===== config.mk =====
export PLATFORM = sky130hd
export DESIGN_NAME = img_addr_gen
export DESIGN_NICKNAME = d
export VERILOG_FILES = /design/src/rtl/img_addr_pkg.sv /design/src/rtl/img_addr_pipe.sv /design/src/rtl/img_addr_gen.sv
export SDC_FILE = /design/constraint.sdc
export NUM_CORES = 1
export LEC_CHECK = 0
export CAP_MARGIN = 40
export CORE_MARGIN = 10
export CORE_UTILIZATION = 60
export CTS_BUF_LIST = sky130_fd_sc_hd__clkbuf_8
export CTS_CLUSTER_SIZE = 12
export DETAILED_ROUTE_END_ITERATION = 10
export GPL_TIMING_DRIVEN = 0
export PLACE_DENSITY = 0.83
export SKIP_LAST_GASP = 1
export SLEW_MARGIN = 20
export SYNTH_ARGS = -nofsm -noshare
export SYNTH_HDL_FRONTEND = slang
export SYNTH_SLANG_ARGS = --single-unit

===== constraint.sdc =====
create_clock -name CLK -period 5.92 [get_ports CLK]
set_input_delay 1.184 -clock CLK [delete_from_list [all_inputs] [get_ports CLK]]
set_output_delay 1.184 -clock CLK [all_outputs]
set_load 0.02 [all_outputs]

===== src/rtl/img_addr_pkg.sv =====
// Shared types for the frame-buffer address generator: FSM states, geometry
// struct and the SIZE_IMAGE geometry selector.
package img_addr_pkg;

  localparam int COORD_W = 16;

  typedef logic [COORD_W-1:0] coord_t;

  typedef enum logic [1:0] {
    IDLE  = 2'd0,
    SCAN  = 2'd1,
    DRAIN = 2'd2
  } state_e;

  typedef struct packed {
    coord_t w;
    coord_t h;
  } geom_t;

  function automatic geom_t geom_sel(input logic size, input coord_t w0, input coord_t h0,
                                     input coord_t w1, input coord_t h1);
    geom_t g;
    g.w = size ? w1 : w0;
    g.h = size ? h1 : h0;
    return g;
  endfunction

endpackage


===== src/rtl/img_addr_pipe.sv =====
// Two-stage elastic multiply-add: S1 holds y*W and x, S2 holds the byte
// address. With IMG_ADDR_BOUNDS_EN, an err-tagged beat outputs BASE_ADDR.
module img_addr_pipe
  import img_addr_pkg::*;
#(
  parameter int                ADDR_W       = 32,
  parameter int                BYTES_PER_PX = 4,
  parameter logic [ADDR_W-1:0] BASE_ADDR    = '0
) (
  input  logic              clk_i,
  input  logic              rst_i,
  input  logic              in_valid_i,
  output logic              in_ready_o,
  input  coord_t            x_i,
  input  coord_t            y_i,
  input  coord_t            w_i,
  input  logic              last_i,
  input  logic              err_i,
  output logic              out_valid_o,
  input  logic              out_ready_i,
  output logic [ADDR_W-1:0] addr_o,
  output logic              last_o,
  output logic              err_o,
  output logic              empty_o
);

  logic              s1_v_q, s2_v_q;
  logic [ADDR_W-1:0] row_q, addr_q;
  coord_t            x1_q;
  logic              last1_q, err1_q, last2_q, err2_q;
  logic              s2_load;
  logic [ADDR_W-1:0] row_d, lin, addr_d;

  // Valid/ready: a beat moves when valid && ready; each stage loads when it is
  // empty or its current content is leaving this cycle.
  assign s2_load    = !s2_v_q || out_ready_i;
  assign in_ready_o = !s1_v_q || s2_load;

  assign row_d = ADDR_W'(y_i) * ADDR_W'(w_i);
  assign lin   = row_q + ADDR_W'(x1_q);
`ifdef IMG_ADDR_BOUNDS_EN
  assign addr_d = err1_q ? BASE_ADDR : BASE_ADDR + lin * ADDR_W'(BYTES_PER_PX);
`else
  assign addr_d = BASE_ADDR + lin * ADDR_W'(BYTES_PER_PX);
`endif

  always_ff @(posedge clk_i or posedge rst_i) begin
    if (rst_i) begin
      s1_v_q  <= 1'b0;
      s2_v_q  <= 1'b0;
      row_q   <= '0;
      x1_q    <= '0;
      last1_q <= 1'b0;
      err1_q  <= 1'b0;
      addr_q  <= '0;
      last2_q <= 1'b0;
      err2_q  <= 1'b0;
    end else begin
      if (in_ready_o) begin
        s1_v_q <= in_valid_i;
        if (in_valid_i) begin
          row_q   <= row_d;
          x1_q    <= x_i;
          last1_q <= last_i;
          err1_q  <= err_i;
        end
      end
      if (s2_load) begin
        s2_v_q <= s1_v_q;
        if (s1_v_q) begin
          addr_q  <= addr_d;
          last2_q <= last1_q;
          err2_q  <= err1_q;
        end
      end
    end
  end

  assign out_valid_o = s2_v_q;
  assign addr_o      = addr_q;
  assign last_o      = last2_q;
  assign err_o       = err2_q;
  assign empty_o     = !s1_v_q && !s2_v_q;

endmodule


===== src/rtl/img_addr_gen.sv =====
// Pixel {y,x} to frame-buffer byte address, in request or raster-scan mode.
// Define IMG_ADDR_BOUNDS_EN to flag out-of-frame coordinates on OUT_ERR.
module img_addr_gen
  import img_addr_pkg::*;
#(
  parameter int                ADDR_W       = 32,
  parameter int                BYTES_PER_PX = 4,
  parameter logic [ADDR_W-1:0] BASE_ADDR    = '0,
  parameter coord_t            W0           = 16'd640,
  parameter coord_t            H0           = 16'd480,
  parameter coord_t            W1           = 16'd1024,
  parameter coord_t            H1           = 16'd768
) (
  input  logic                 CLK,
  input  logic                 RESET,
  input  logic                 SIZE_IMAGE,
  input  logic                 MODE,
  input  logic                 START,
  input  logic                 IN_VALID,
  output logic                 IN_READY,
  input  logic [2*COORD_W-1:0] INDEX_ADDRESS,
  output logic                 OUT_VALID,
  input  logic                 OUT_READY,
  output logic [ADDR_W-1:0]    MEM_ADDRESS,
  output logic                 OUT_LAST,
  output logic                 OUT_ERR,
  output logic                 BUSY,
  output logic                 DONE,
  output state_e               DBG_STATE
);

  state_e state_q, state_d;
  geom_t  geom_q;
  coord_t sx_q, sx_d, sy_q, sy_d;
  logic   done_q, done_d;
  logic   in_ready;
  logic   p_in_valid, p_last, p_err, s1_ready, p_empty;
  coord_t p_x, p_y;

  always_comb begin
    state_d    = state_q;
    sx_d       = sx_q;
    sy_d       = sy_q;
    done_d     = 1'b0;
    p_x        = INDEX_ADDRESS[COORD_W-1:0];
    p_y        = INDEX_ADDRESS[2*COORD_W-1:COORD_W];
    p_last     = 1'b0;
    in_ready   = !RESET && !MODE && (state_q == IDLE) && s1_ready;
    p_in_valid = 1'b0;
    case (state_q)
      IDLE: begin
        p_in_valid = IN_VALID && in_ready;
        if (START && MODE && p_empty) begin
          state_d = SCAN;
          sx_d    = '0;
          sy_d    = '0;
        end
      end
      SCAN: begin
        p_x        = sx_q;
        p_y        = sy_q;
        p_in_valid = 1'b1;
        p_last     = (sx_q == geom_q.w - coord_t'(1)) && (sy_q == geom_q.h - coord_t'(1));
        if (s1_ready) begin
          if (p_last) begin
            state_d = DRAIN;
          end else if (sx_q == geom_q.w - coord_t'(1)) begin
            sx_d = '0;
            sy_d = sy_q + coord_t'(1);
          end else begin
            sx_d = sx_q + coord_t'(1);
          end
        end
      end
      DRAIN: begin
        if (OUT_VALID && OUT_READY && OUT_LAST) begin
          state_d = IDLE;
          done_d  = 1'b1;
        end
      end
      default: state_d = IDLE;
    endcase
  end

`ifdef IMG_ADDR_BOUNDS_EN
  assign p_err = (p_x >= geom_q.w) || (p_y >= geom_q.h);
`else
  assign p_err = 1'b0;
`endif

  // Geometry tracks SIZE_IMAGE only while nothing is in flight.
  always_ff @(posedge CLK or posedge RESET) begin
    if (RESET) begin
      state_q <= IDLE;
      geom_q  <= geom_sel(1'b0, W0, H0, W1, H1);
      sx_q    <= '0;
      sy_q    <= '0;
      done_q  <= 1'b0;
    end else begin
      state_q <= state_d;
      sx_q    <= sx_d;
      sy_q    <= sy_d;
      done_q  <= done_d;
      if (state_q == IDLE && p_empty) geom_q <= geom_sel(SIZE_IMAGE, W0, H0, W1, H1);
    end
  end

  img_addr_pipe #(
    .ADDR_W      (ADDR_W),
    .BYTES_PER_PX(BYTES_PER_PX),
    .BASE_ADDR   (BASE_ADDR)
  ) u_pipe (
    .clk_i      (CLK),
    .rst_i      (RESET),
    .in_valid_i (p_in_valid),
    .in_ready_o (s1_ready),
    .x_i        (p_x),
    .y_i        (p_y),
    .w_i        (geom_q.w),
    .last_i     (p_last),
    .err_i      (p_err),
    .out_valid_o(OUT_VALID),
    .out_ready_i(OUT_READY),
    .addr_o     (MEM_ADDRESS),
    .last_o     (OUT_LAST),
    .err_o      (OUT_ERR),
    .empty_o    (p_empty)
  );

  assign IN_READY  = in_ready;
  assign BUSY      = (state_q != IDLE) || !p_empty;
  assign DONE      = done_q;
  assign DBG_STATE = state_q;

endmodule


# --- After elaboration in Yosys (flattened, before gate mapping) ---
# Cells that the tools add are included.
totals:
  input_bits: 39
  reg_bits: 147
classes:
  eq_ne: 10
  addsub: 5
  reduce_logical: 27
  n_mul: 1
  muxes: 22
op_table:
  columns: ["operator", "count"]
  rows:
  - ["16-bit 2-to-1 mux", 9]
  - ["16-bit one-hot mux with 2 select lines", 2]
  - ["16-bit by 1-bit adder with 16-bit output (second input constant)", 2]
  - ["16-bit == test", 2]
  - ["16-bit by 1-bit subtractor with 16-bit output (second input constant)", 2]
  - ["30-bit by 16-bit adder with 30-bit output", 1]
  - ["16-bit by 16-bit multiplier with 30-bit output", 1]
  - ["2-bit inequality test (second input constant)", 6]
  - ["1-bit logical AND", 11]
  - ["11-bit 2-to-1 mux", 1]
  - ["10-bit 2-to-1 mux", 1]
  - ["2-bit 2-to-1 mux", 4]
  - ["4-bit AND reduction", 2]
  - ["2-bit one-hot mux with 3 select lines", 1]
  - ["1-bit logical NOT", 5]
  - ["5-bit AND reduction", 1]
  - ["2-bit AND reduction", 2]
  - ["2-bit nonzero test", 2]
  - ["1-bit logical OR", 3]
  - ["1-bit 2-to-1 mux", 3]
  - ["2-bit by 1-bit == test with 1-bit output (second input constant)", 1]
  - ["2-bit == test (second input constant)", 1]
  - ["2-bit logical NOT", 1]
  - ["1-bit one-hot mux with 2 select lines", 1]

# --- Longest topological paths before layout ---
# Gate-level depths: netlist of run 1.
depth:
  word_depth: 7
  mapped_depth: 22

# --- Cells and area by module ---
# A second synthesis of run 1 with hierarchy kept.
hier_totals:
  cells_unflattened: 1751
  hier_area_um2: 14925.6
modules_own_cells:
  columns: ["mod", "cells_per_inst", "area_each_um2", "instances"]
  rows:
  - ["img_addr_pipe", 1394, 12275.5, 1]
  - ["img_addr_gen", 357, 2650.0, 1]

# --- Worst setup path before layout of run 1 ---
# OpenSTA, ideal clock, no wires.
synth_path:
  path_type: "register to register"
  startpoint: "reg state_q[1], in the netlist DBG_STATE[1]"
  endpoint: "reg u_pipe.row_q[24]"
  period_less_slack_ps: 5567
  t_arrival_ps: 5434
  n_path_buf: 3
  setup_slack_ps: 353
  stages_incl_launch_ff: 23
  setup_ps: 133
  cell_sequence: "dfrtp_1 clkbuf_1 nand2b_1 clkbuf_1 clkbuf_1 mux2i_1 nor2_1 ha_1 ha_1 ha_1 inv_1 fa_1 inv_1 ha_1 ha_1 ha_1 fa_1 a211oi_1 nor2_1 o41a_1 a221o_1 xnor2_1 o21ai_0"
synth_between:
  elab_chain_cells: 6
synth_lines:
  columns: ["item", "line", "text"]
  rows:
  - ["start, declared", "img_addr_gen.sv:32", "state_e state_q, state_d;"]
  - ["start signal, assigned", "img_addr_gen.sv:100", "state_q <= state_d;"]
  - ["branches (longest 6 deep; another with 16-bit by 16-bit multiplier with 30-bit output)", null, null]
  - ["end signal, assigned", "img_addr_pipe.sv:62", "row_q <= row_d;"]
  - ["end, declared", "img_addr_pipe.sv:28", "logic [ADDR_W-1:0] row_q, addr_q;"]
# Parallel ways; which one is timed is not known.
# A chain may end at the register's enable or synchronous reset.

# --- Worst setup path after layout of run 1 ---
layout_path:
  startpoint: "in INDEX_ADDRESS[20]"
  endpoint: "reg u_pipe.row_q[24]"
layout_between:
  elab_chain_cells: 2
layout_lines:
  columns: ["item", "line", "text"]
  rows:
  - ["start, declared", "img_addr_gen.sv:21", "input logic [2*COORD_W-1:0] INDEX_ADDRESS,"]
  - ["16-bit 2-to-1 mux", "img_addr_gen.sv:50", "case (state_q)"]
  - ["16-bit by 16-bit multiplier with 30-bit output", "img_addr_pipe.sv:39", "assign row_d = ADDR_W'(y_i) * ADDR_W'(w_i);"]
# Every way passes these cells.

==> results of run 1 <==
power breakdown:
| group | internal [mW] | total, mW | switching, mW |
|---|---|---|---|
| sequential | 0.958 | 1.11 | 0.155 |
| combinational | 0.860 | 2.17 | 1.31 |
| clock | 0.198 | 0.459 | 0.262 |
cells by family (layout without fill, tap and decap cells):
| family | Yosys count | in the layout | synth area share (%) |
|---|---|---|---|
| fa+ha+maj | 102 | 102 | 17.0 |
| xor+xnor | 57 | 57 | 6.04 |
| flops | 109 | 109 | 33.0 |
| other cells | 1 | 3 | 0.0454 |
| simple gates | 275 | 275 | 15.7 |
| buf+inv | 126 | 215 | 6.31 |
| compound gates | 220 | 220 | 16.2 |
| mux | 45 | 45 | 5.71 |
stage by stage:
step | worst slack, ns | cells | area [um2] | utilization [%] | total power, mW
after floorplan | 0.353 | 937 | 8270 | - | 2.58
after global placement | -0.249 | 1188 | 9240 | 69.2 | 3.18
after detailed placement | -0.347 | 1189 | 9280 | 69.5 | 3.26
after CTS | 0.0315 | 1203 | 9470 | 71.0 | 3.74
after global routing | 0.00685 | 1202 | 9500 | 71.1 | 4.06
final | 0.211 | 1202 | 9500 | 71.1 | 3.74
flip-flops by register name, summed over array words and instances (netlist names):
signal and cells:
DBG_STATE 2, DONE 1, geom_q 2, sx_q 16, sy_q 16, u_pipe.addr_o 30, u_pipe.last1_q 1, u_pipe.last_o 1
u_pipe.out_valid_o 1, u_pipe.row_q 22, u_pipe.s1_v_q 1, u_pipe.x1_q 16
worst reg2reg max path: cells and delay by family (launching register included):
family,cells,cell delay (ns)
AO/OA/AOI/OAI,4,1.12
XOR/XNOR,1,0.13
adder cells (fa/ha/maj),8,2.56
buffers and inverters,3,0.40
flip-flops,1,0.54
multiplexers,1,0.31
AND/OR/NAND/NOR,3,0.46
per-layer routing:
layer | vias to the layer above | share of wire [%] | track usage [%] | routed length (um)
met4 | 0 | 1.1 | 4.22 | 229
met5 | - | 0 | 0 | 0
met3 | 24 | 5.3 | 3.93 | 1070
met2 | 195 | 49 | 36.6 | 9700
met1 | 3313 | 45 | 27.9 | 8930
li1 | 3443 | - | - | -
how the worst max path moves through the flow:
stage	from	end	slack, ns
floorplan	DBG_STATE[1]$_DFFE_PP0P_	u_pipe.row_q[24]$_DFFE_PP0P_	0.35
global placement	DBG_STATE[1]$_DFFE_PP0P_	u_pipe.row_q[24]$_DFFE_PP0P_	-0.25
detailed placement	DBG_STATE[1]$_DFFE_PP0P_	u_pipe.row_q[24]$_DFFE_PP0P_	-0.35
CTS	DBG_STATE[1]$_DFFE_PP0P_	u_pipe.row_q[24]$_DFFE_PP0P_	0.03
global route	INDEX_ADDRESS[20]	u_pipe.row_q[24]$_DFFE_PP0P_	0.007
finish	INDEX_ADDRESS[20]	u_pipe.row_q[24]$_DFFE_PP0P_	0.21
cell type report:
class,instances,area [um2]
plain buffers,52,248
clock buffers,9,124
clock inverters,6,71.3
fillers,1062,3850
inverters,72,275
multi-input cells,702,5050
flip-flops and latches,109,2730
well taps,176,220
repair buffers,76,778
synthesized netlist by cell type (3+ instances only):
| cell type | number | area [um2] |
|---|---|---|
| buf_2 | 12 | 60.1 |
| nand2_1 | 110 | 413 |
| o21ai_0 | 96 | 480 |
| a31oi_1 | 9 | 56.3 |
| xor2_1 | 38 | 333 |
| nand3_1 | 39 | 195 |
| ha_1 | 85 | 1060 |
| inv_1 | 72 | 270 |
| a211oi_1 | 17 | 128 |
| nor4_1 | 3 | 18.8 |
| o21ai_1 | 3 | 15.0 |
| nand2b_1 | 9 | 56.3 |
| buf_4 | 5 | 37.5 |
| o41ai_1 | 3 | 26.3 |
| o31ai_1 | 11 | 82.6 |
| xnor2_1 | 19 | 166 |
| and4_1 | 7 | 61.3 |
| o211ai_1 | 6 | 45.0 |
| nor2b_1 | 3 | 18.8 |
| dfrtp_1 | 108 | 2700 |
| nand4_1 | 7 | 43.8 |
| clkbuf_1 | 33 | 124 |
| and2_1 | 5 | 31.3 |
| or3_1 | 3 | 18.8 |
| fa_1 | 17 | 340 |
| nor2_1 | 50 | 188 |
| mux2_2 | 17 | 191 |
| a21oi_1 | 39 | 195 |
| nor3_1 | 18 | 90.1 |
| o21a_1 | 4 | 30.0 |
| o2111ai_1 | 6 | 52.6 |
| a21o_1 | 8 | 60.1 |
| mux2i_1 | 28 | 280 |
| and3_1 | 11 | 68.8 |
==> results_dict.tcl, run 1 <==
set metrics [dict create \
    nets 1163 \
    clock_skew_ns 0.0196 \
    yosysSeqAreaShare_pct 33.0 \
    ctsHoldBuffers 0 \
    cp-start-kind "input pin" \
    cp_top_family "adder cells" \
    grt_pass1_vias 6735 \
    worst_slew_pin_slew_ns 0.747 \
    rrSetupSlack_ns 0.32 \
    maxCapViolations 0 \
    syn_to_final_growth_pct 14.9 \
    grt.total_usage_pct 21.5 \
    clockRootBuffer "clkbuf_8" \
    path_clk_slew_ns 0.10 \
    grt_overflow_total 0 \
    clockBufferDepth 2 \
    vias 6975 \
    p_leak_nw 4.50 \
    drtIter0Drc 526 \
    vdd_drop_max_uv 246 \
    maxSlewHeadroom_pct 49.9 \
    cts_tree "done" \
    synth_cell_types 60 \
    worst-setup-path-type "in2reg" \
    cpMostUsedCell "ha_1" \
    timing.rr.start "DBG_STATE[1]$_DFFE_PP0P_" \
    insertion_delay_ns 0.40 \
    cpMaxStageDelayCell "fa_1" \
    rsz0062_at_grt "no" \
    core_um2 13300 \
    crit_chain "clkdlybuf4s50_1, mux2i_2, nor2_1, ha_1, ha_1, ha_1, inv_1, fa_1, inv_1, ha_1, ha_1, ha_1, fa_2, a211oi_2, nor2_1, o41a_1, a221o_1, xnor2_1, o21ai_0" \
    place.gp.congestion 0.889 \
    yosysWarnings 0 \
    min_period_ns 5.71 \
    synth_ff_type "dfrtp_1" \
    reg2reg_depth 20 \
    whs_ns 0.486 \
    cts_resized 3 \
    synth-seq-cells 109 \
    antenna_found_initial 0 \
    die_x_um 137 \
    cts_max_level 3 \
    dieArea_um2 18900 \
    crit_cells 19 \
    postCtsSetupBuffers 0 \
    dpl.hpwl_um 15800 \
    arrival_ns 6.02 \
    rows 42 \
    postRouteAntennaNets 0 \
    timing.fmax_ghz 0.175 \
    hold_end "u_pipe.addr_o[22]$_DFFE_PP0P_" \
    viasPerCell 5.80 \
    synth_edf_count 0 \
    layout_common_cells "nand2_1 (110), dfrtp_1 (108), o21ai_0 (96), ha_1 (85), clkdlybuf4s50_1 (75)" \
    synth_area_um2 8260 \
    drive_above_1_share_pct 6.92 \
    cts_sinks 109 \
    min_path_type "reg2reg" \
    hold_depth 2 \
    final_common_cell "nand2_1" \
    postRouteWirelength_um 19900 \
    critical_path_buf_inv_count 3 \
    min_from "u_pipe.addr_o[22]$_DFFE_PP0P_" \
    finalMaxSlewViolations 0 \
    critPathMaxFanout 3 \
    avgSynthCellArea_um2 8.84 \
    reg2reg_to "u_pipe.row_q[24]$_DFFE_PP0P_" \
    grt_max_degree 83 \
    finalHoldViolations 0 \
    fin_crit_sh_pct 96.4 \
    wl_per_cell_um 16.6 \
    io_buffer_count 75 \
    start_util_pct 61.9 \
    cp_slowest_stage_delay_ns 0.54 \
    drc 0 \
    setup-tns-final_ns 0 \
    dr.pass1.iters 5 \
    endpoint_kind "register" \
    setup_viol 0 \
    async_flop_share_pct 100 \
    io_pins 79 \
    outcome "complete, no violations" \
    die_h_um 137 \
    n_antenna_cell 0 \
    grt_pass1_wl_um 32900 \
    powerDensity_nw_per_um2 394 \
    numCtsBuffers 9 \
    required_ns 6.23 \
    netlist_instances 935 \
]
(Power assumes the default switching activity.)
==> run 2: changes to the inputs <==
- PLACE_DENSITY: 0.83 -> default
- PLACE_DENSITY_LB_ADDON: default -> 0.25
==> run 2 against run 1 <==
  * Global-route usage increased by 0.30 points
  * Die area unchanged
  * Total power decreased by 0.17%
  * Cell count about the same
  * Hold slack about the same
  * Core utilization about the same
  * Final area about the same
  * Register-to-register slack improved by 0.03 ns
  * Largest power group unchanged
==> results_dict.tcl, run 2 (synthesized netlist as in run 1, its figures left out) <==
set metrics [dict create \
    outcome "complete, no violations" \
    dr.pass1.iters 5 \
    fin_crit_sh_pct 96.2 \
    vias 7005 \
    rows 42 \
    start_util_pct 61.9 \
    grt_pass1_wl_um 33000 \
    min_from "u_pipe.x1_q[5]$_DFFE_PP0P_" \
    antenna_found_initial 0 \
    dpl.hpwl_um 15900 \
    placed_area_um2 9280 \
    core_um2 13300 \
    finalHoldViolations 0 \
    viasPerCell 5.82 \
    vdd_drop_max_uv 261 \
    grt_max_degree 77 \
    postRouteAntennaNets 0 \
    worst_slew_pin_slew_ns 0.769 \
    cts_sinks 109 \
    io_pins 79 \
    die_x_um 137 \
    min_path_type "reg2reg" \
    cts_max_level 3 \
    drc 0 \
    timing.fmax_ghz 0.176 \
    crit_path_start "INDEX_ADDRESS[22]" \
    wl_per_cell_um 16.7 \
    die_h_um 137 \
    grt_busiest_layer "met2" \
    drive_above_1_share_pct 6.72 \
    grt_overflow_total 0 \
    endpoint_kind "register" \
    cp-start-kind "input pin" \
    rsz0062_at_grt "no" \
    clock_skew_ns 0.0137 \
    powerDensity_nw_per_um2 393 \
    syn_to_final_growth_pct 14.9 \
    gr-usage-met3_pct 3.28 \
    critPathMaxFanout 3 \
    drtIter0Drc 495 \
    clockBufferDepth 2 \
    worst-setup-path-type "in2reg" \
    finalMaxSlewViolations 0 \
    grt_pass1_vias 6601 \
    use_met1_pct 28.2 \
    arrival_ns 5.96 \
    numCtsBuffers 9 \
    clockRootBuffer "clkbuf_8" \
    power_mw 3.74 \
    maxSlewHeadroom_pct 48.4 \
    nets 1163 \
    use_met2_pct 37.0 \
    setup_viol 0 \
    n_antenna_cell 0 \
    p_leak_nw 4.51 \
    maxCapViolations 0 \
    place.gp.congestion 0.925 \
    path_clk_slew_ns 0.10 \
    final_common_cell "nand2_1" \
    io_buffer_count 75 \
    timing.rr.start "DBG_STATE[1]$_DFFE_PP0P_" \
    cts_tree "done" \
    dieArea_um2 18900 \
    required_ns 6.18 \
    layout_common_cells "nand2_1 (110), dfrtp_1 (108), o21ai_0 (95), ha_1 (85), clkdlybuf4s50_1 (75)" \
    insertion_delay_ns 0.40 \
    grt.total_usage_pct 21.8 \
    postRouteWirelength_um 20100 \
    final_area_um2 9490 \
    min_period_ns 5.69 \
    largest_reg_flops 30 \
]
==> run 2: area by class of cell <==
cell class | instances | area, um2
fill | 1086 | 3850
multi-input combinational | 702 | 5050
clock buffer | 9 | 124
inverter | 72 | 275
sequential | 109 | 2730
tap | 176 | 220
timing repair buffer | 76 | 778
buffer | 52 | 246
clock inverter | 7 | 72.6
==> run 2: timing repair <==
| action | 4_1_cts | 5_1_grt |
|---|---|---|
| cloned | 0 | 0 |
| endpoints found under the setup margin | 4 | 4 |
| hold endpoints to repair | 0 | 0 |
| hold buffers | 0 | 0 |
| setup buffers | 0 | 0 |
| pin swaps | 0 | 2 |
| resized for setup | 2 | 8 |
==> run 2: where the power goes <==
group | switching (mW) | total (mW) | internal (mW)
Sequential | 0.155 | 1.11 | 0.958
Clock | 0.261 | 0.459 | 0.198
Combinational | 1.31 | 2.16 | 0.857
==> run 2: final timing paths <==
check                                                 to  slack (ns)  depth (start not counted)
hold reg to reg               u_pipe.x1_q[5]$_DFFE_PP0P_        0.49                          2
min in group asynchronous            sx_q[6]$_DFFE_PP0P_        1.17                          2
hold / removal                u_pipe.x1_q[5]$_DFFE_PP0P_        0.49                          2
setup reg to reg            u_pipe.row_q[24]$_DFFE_PP0P_        0.35                         20
max in group asynchronous  u_pipe.addr_o[26]$_DFFE_PP0P_        4.10                          3
setup / recovery            u_pipe.row_q[24]$_DFFE_PP0P_        0.23                         19
==> run 2: layer usage <==
layer	part of all wire, %	routed length, um	up-vias
li1	-	-	3441
met1	45	8950	3334
met2	49	9750	202
met5	0	0	-
met3	5.5	1100	28
met4	1.4	290	0
==> run 2: stage by stage <==
stage	std cells	utilization, %	TNS (ns)	worst slack, ns	hold WS [ns]
4_1_cts	1204	71.0	0	0.0350	0.491
3_3_place_gp	1188	69.2	-0.554	-0.221	0.458
6_report	1203	71.1	0	0.228	0.486
3_5_place_dp	1189	69.5	-0.939	-0.330	0.468
2_1_floorplan	937	-	0	0.353	0.446
5_1_grt	1203	71.1	0	0.00351	0.512
==> run 2: critical path: stages <==
cell and delay [ns]:
clkdlybuf4s50_1 0.48, mux2i_1 0.25, nor2_1 0.07, ha_1 0.30, ha_1 0.30, ha_1 0.27, inv_1 0.05, fa_1 0.56
inv_1 0.05, ha_1 0.29, ha_1 0.20, ha_1 0.23, fa_2 0.39, a211oi_2 0.22, nor2_1 0.11, o41a_1 0.43
a221o_1 0.36, xnor2_1 0.15, o21ai_1 0.07
